--- config.mk ---
export PLATFORM = sky130hd
export DESIGN_NAME = usb_rx_rcu
export DESIGN_NICKNAME = d
export VERILOG_FILES = /design/src/rtl/usb_rx_rcu.sv
export SDC_FILE = /design/constraint.sdc
export NUM_CORES = 1
export LEC_CHECK = 0
export CORE_MARGIN = 2
export CORE_UTILIZATION = 53
export DETAILED_ROUTE_END_ITERATION = 7
export GPL_TIMING_DRIVEN = 0
export PLACE_DENSITY = 0.84
export SLEW_MARGIN = 10
export SYNTH_ARGS = -nofsm -noshare
export SYNTH_HDL_FRONTEND = slang
export SYNTH_SLANG_ARGS = --single-unit
--- constraint.sdc ---
create_clock -name clk -period 6.2 [get_ports clk]
set_input_delay 0.93 -clock clk [delete_from_list [all_inputs] [get_ports clk]]
set_output_delay 0.93 -clock clk [all_outputs]
set_load 0.1 [all_outputs]
--- src/rtl/usb_rx_rcu.sv ---
// ----------------------------------------------------------------------------
// usb_rx_rcu -- USB receiver control unit
//
// Tracks a packet from the first line transition through SYNC, PID, and the
// data phase to end of packet. It pushes each completed data byte into the
// RX FIFO and flags malformed packets.
//
// Ports
//   clk           system clock, rising edge
//   rst           asynchronous active-high reset
//   d_edge        one-cycle pulse on the first transition after idle J
//   shift_enable  one-cycle pulse at the centre of each bit time
//   eop_detected  high while the line is SE0
//   rcv_data      external RX shift register contents (LSB first on the wire)
//   rcving        high while a packet is in progress (including error drain)
//   w_enable      one-cycle FIFO push of rcv_data
//   r_error       sticky packet error, cleared by the next d_edge
//   pid           latched packet identifier
//   pid_valid     a good PID was seen in the current/last packet
//   pkt_done      one-cycle pulse on a clean end of packet
//   byte_count    data bytes written in the current/last packet
//
// State     | meaning
// ----------+---------------------------------------------------------
// IDLE      | bus idle, waiting for d_edge
// SYNC      | collecting the sync byte (must be 8'h80)
// PID       | collecting the PID byte (upper nibble = ~lower nibble)
// DATA      | collecting data bytes, pushing each one to the FIFO
// EOP       | SE0 seen on a byte boundary, waiting for J
// ERR       | packet is bad, ignoring bits until SE0
// ERR_EOP   | SE0 of a bad packet, waiting for J
// ----------------------------------------------------------------------------
module usb_rx_rcu #(
    parameter int MAX_BYTES = 66
) (
    input  logic       clk,
    input  logic       rst,
    input  logic       d_edge,
    input  logic       shift_enable,
    input  logic       eop_detected,
    input  logic [7:0] rcv_data,
    output logic       rcving,
    output logic       w_enable,
    output logic       r_error,
    output logic [3:0] pid,
    output logic       pid_valid,
    output logic       pkt_done,
    output logic [6:0] byte_count
);

    localparam logic [2:0] S_IDLE    = 3'd0;
    localparam logic [2:0] S_SYNC    = 3'd1;
    localparam logic [2:0] S_PID     = 3'd2;
    localparam logic [2:0] S_DATA    = 3'd3;
    localparam logic [2:0] S_EOP     = 3'd4;
    localparam logic [2:0] S_ERR     = 3'd5;
    localparam logic [2:0] S_ERR_EOP = 3'd6;

    localparam logic [6:0] MAX_CNT = 7'(MAX_BYTES);

    logic [2:0] state;
    logic [2:0] next_state;
    logic [2:0] bit_cnt;
    logic       byte_done;
    logic       counting;
    logic       se_eop;
    logic       se_j;
    logic       byte_room;
    logic       sync_ok;
    logic       pid_ok;

    assign counting  = (state == S_SYNC) || (state == S_PID) || (state == S_DATA);
    assign se_eop    = shift_enable & eop_detected;
    assign se_j      = shift_enable & ~eop_detected;
    assign byte_room = (byte_count < MAX_CNT);
    assign sync_ok   = (rcv_data == 8'h80);
    assign pid_ok    = (rcv_data[7:4] == ~rcv_data[3:0]);

    always_comb begin
        next_state = state;
        case (state)
            S_IDLE: begin
                if (d_edge)
                    next_state = S_SYNC;
            end
            S_SYNC: begin
                if (byte_done)
                    next_state = sync_ok ? S_PID : S_ERR;
                if (se_eop)
                    next_state = S_ERR;
            end
            S_PID: begin
                if (byte_done)
                    next_state = pid_ok ? S_DATA : S_ERR;
                if (se_eop)
                    next_state = S_ERR;
            end
            S_DATA: begin
                // A byte completing in the same cycle as SE0 is written first
                // (w_enable is combinational on byte_done), then EOP is taken.
                if (se_eop)
                    next_state = (bit_cnt == 3'd0) ? S_EOP : S_ERR;
                if (byte_done && !byte_room)
                    next_state = S_ERR;
            end
            S_EOP: begin
                if (se_j)
                    next_state = S_IDLE;
            end
            S_ERR: begin
                if (se_eop)
                    next_state = S_ERR_EOP;
            end
            S_ERR_EOP: begin
                if (se_j)
                    next_state = S_IDLE;
            end
            default: next_state = S_IDLE;
        endcase
    end

    always_ff @(posedge clk or posedge rst) begin
        if (rst)
            state <= S_IDLE;
        else
            state <= next_state;
    end

    // Bit position within the current byte; byte_done lands one cycle after
    // the eighth bit so rcv_data already holds the complete byte.
    always_ff @(posedge clk or posedge rst) begin
        if (rst) begin
            bit_cnt   <= 3'd0;
            byte_done <= 1'b0;
        end else begin
            byte_done <= counting && shift_enable && (bit_cnt == 3'd7);
            if ((state == S_IDLE) && d_edge)
                bit_cnt <= 3'd0;
            else if (counting && shift_enable)
                bit_cnt <= bit_cnt + 3'd1;
        end
    end

    assign rcving   = (state != S_IDLE);
    assign w_enable = (state == S_DATA) && byte_done && byte_room;
    assign pkt_done = (state == S_EOP) && se_j;

    // Packet status is held after the packet ends so software can read it,
    // and only cleared when the next packet starts.
    always_ff @(posedge clk or posedge rst) begin
        if (rst) begin
            pid        <= 4'h0;
            pid_valid  <= 1'b0;
            byte_count <= 7'd0;
            r_error    <= 1'b0;
        end else begin
            if ((state == S_IDLE) && d_edge) begin
                pid_valid  <= 1'b0;
                byte_count <= 7'd0;
                r_error    <= 1'b0;
            end
            if ((state == S_PID) && (next_state == S_DATA)) begin
                pid       <= rcv_data[3:0];
                pid_valid <= 1'b1;
            end
            if (w_enable)
                byte_count <= byte_count + 7'd1;
            if (next_state == S_ERR)
                r_error <= 1'b1;
        end
    end

endmodule

==> metrics.cfg <==
[run_status]
status=complete, no violations

[clock_network]
numCtsBuffers=3
cts_htree_levels=1
root_buffer=clkbuf_4
cts_buffer_depth=2
cts_tree=done
postCtsHoldBufs=0
cts_sinks=20
clkTransAtPathRegs_ps=120
cts_setup_buffers=0
clk_latency_ps=310
ctsResizeCount=0

[die]
fp-row-count=17
die-width_um=52.2
core_sq_um=2210
die-area_sq_um=2720
pin_count=29
die_h_um=52.2
start_util_pct=55.6

[routing]
wl_per_cell_um=15.9
ant_nets=0
vias_per_cell=6.05
wirelength_um=3040
wl_met2_um=1520
wl_met3_um=144
wl_met1_um=1270
drt_iter0_markers=31
highest_layer=met4
route.detailed.drc=0
drt_first_pass_iters=4
via_count=1156

[yosys]
synth.most_common_cell=dfrtp_1
netlist.top_cell.by_area=dfrtp_1
synth_ff_type=dfrtp_1
synth_area_leaders=dfrtp_1 41%, nand2_1 4.3%, ha_1 4.1%
syn_area_per_cell_sq_um=9.39
synth_top_area_share_pct=40.7
ys_seq_area_share_pct=40.7
synth-async-reset-ratio_pct=100
synth_edf_count=0
syn_inst=131
ys_seq_elements=20
synthTopCellsByCount=20 x dfrtp_1, 14 x nand2_1, 10 x nor2_1, 10 x o21ai_0
synth_fp_nets=148
yosysUniqueCellTypes=42
synth_area_sq_um=1230
ys_warn_count=0

[sta]
final-hold-violation-count=0
setup_viol=0
rsz0062_at_grt=no
fin_tns_setup_ps=0
finClkSkew_ps=6.53
max_freq_mhz=246
fin_crit_ps=4070
worst_pin_slew_ps=985
period_share_pct=65.7
relSlewSlack_pct=34.1
slew_viol_final=0

[power_and_ir_drop]
p_sw_share_pct=50.8
power_leakage_nw=0.683
power_per_cell_area_nw_per_um2=458
ir_drop_mv=0.413
clkPwrFrac_pct=14.6
p_sw_uw=371
pwr-share-comb_pct=58.8
total_power_uw=731
p_int_uw=360
seqPwrFrac_pct=26.5

[worst_hold_path]
hold_path_class=flip-flop to flip-flop

[setup_path]
max_stage_delay_ps=1170
crit_buf_inv=2
path_delay_family=buffers and inverters
slowest_stage=clkdlybuf4s50_1
critPathKind=flip-flop to primary output
path_max_fanout=7
arrival_ps=3140
required_ps=5270
start_kind=flip-flop
cp-end-kind=primary output
cp_cell_sequence=or4_4 > o21ai_0 > nand2b_1 > inv_1 > clkdlybuf4s50_1

[global_route]
antenna_found_initial=0
track_usage_pct=25.0
grt_pass1_vias=1129
grt_first_pass_wirelength_um=4970
grt-ovfl-total=0
grt_max_degree=21

[final_layout]
nets=181
n_antenna_cell=0
regArea_sq_um=500
multi_input_area_sq_um=692
n_fill_cell=167
area_delta_synth_final_pct=29.9
drive_gt1_share_pct=9.82

[flow_run]
drv_cap=0

[placed_design]
numPortBuffers=28
hpwl_um=2330
gp_congestion=0.968

## cells in the final DEF (no fill, tap or decap), types with 2 or more instances in the layout
cell and instances:
ha_1 4, dfrtp_1 20, a21oi_1 2, nand3_1 3
mux2i_1 2, a311oi_1 2, o21a_1 2, mux2_2 4
inv_1 7, a211oi_1 2, nor3_1 7, and2_1 4
nand2b_1 3, o221ai_1 2, a21o_2 2, and3_1 2
nand2_1 14, clkdlybuf4s50_1 28, o21ai_0 10, clkbuf_4 3
clkbuf_1 3, xnor2_1 5, nor2_1 10
## sequential cells by signal, indices dropped and copies added, names as in the netlist
| name | count |
|---|---|
| bit_cnt | 3 |
| byte_done | 1 |
| state | 3 |
| r_error | 1 |
| pid | 4 |
| pid_valid | 1 |
| byte_count | 7 |
## path summary, 6_finish.rpt
check                                   start             to  slack [ps]  cells after the start
worst max-delay path            byte_count[5]       w_enable        2130                      5
worst min-delay path                pid_valid      pid_valid         510                      1
worst max register to register  byte_count[5]         pid[0]        3900                      5
worst min register to register      pid_valid      pid_valid         510                      1
max in group asynchronous                 rst  byte_count[2]        4650                      2
min in group asynchronous                 rst     bit_cnt[1]        1060                      2
## layer usage
metal | up-vias | global-route usage, %
met3 | 12 | 4.57
met5 | - | 0
met1 | 548 | 31.7
met2 | 49 | 40.1
li1 | 547 | -
met4 | 0 | 13.7
## power groups by stage
| stage | sequential [mW] | combinational (mW) | clock [mW] |
|---|---|---|---|
| 2_1_floorplan | 0.335 | 0.185 | 0 |
| 3_3_place_gp | 0.195 | 0.414 | 0 |
| 3_5_place_dp | 0.198 | 0.426 | 0 |
| 4_1_cts | 0.195 | 0.430 | 0.108 |
| 5_1_grt | 0.201 | 0.458 | 0.112 |
| 6_report | 0.194 | 0.430 | 0.107 |
## kinds of logic after synthesis
logic type      synth area share, %
compound gates                 20.0
mux                            5.29
simple gates                   23.3
xor+xnor                       3.56
buf+inv                        3.05
fa+ha+maj                      4.07
flops                          40.7
## per-stage QoR
| stage | util [%] | cell area [sq um] | worst slack, ps | hold slack (ps) | std cells |
|---|---|---|---|---|---|
| finish | 72.2 | 1600 | 2130 | 508 | 191 |
| global route | 72.2 | 1600 | 2010 | 544 | 191 |
| CTS | 72.2 | 1600 | 2140 | 511 | 191 |
| detailed placement | 69.9 | 1550 | 2350 | 484 | 187 |
| global placement | 69.9 | 1550 | 2360 | 468 | 187 |
| floorplan | - | 1230 | 2210 | 508 | 131 |
## area by class of cell
type                       instances  area share [%]
clock inverter                     1            1.88
sequential                        20            31.3
timing repair buffer              28            17.5
buffer                             3           0.705
multi-input combinational        101            43.3
clock buffer                       3            1.41
tap                               28            2.19
inverter                           7            1.64
Power figures use the tool's default switching activity.
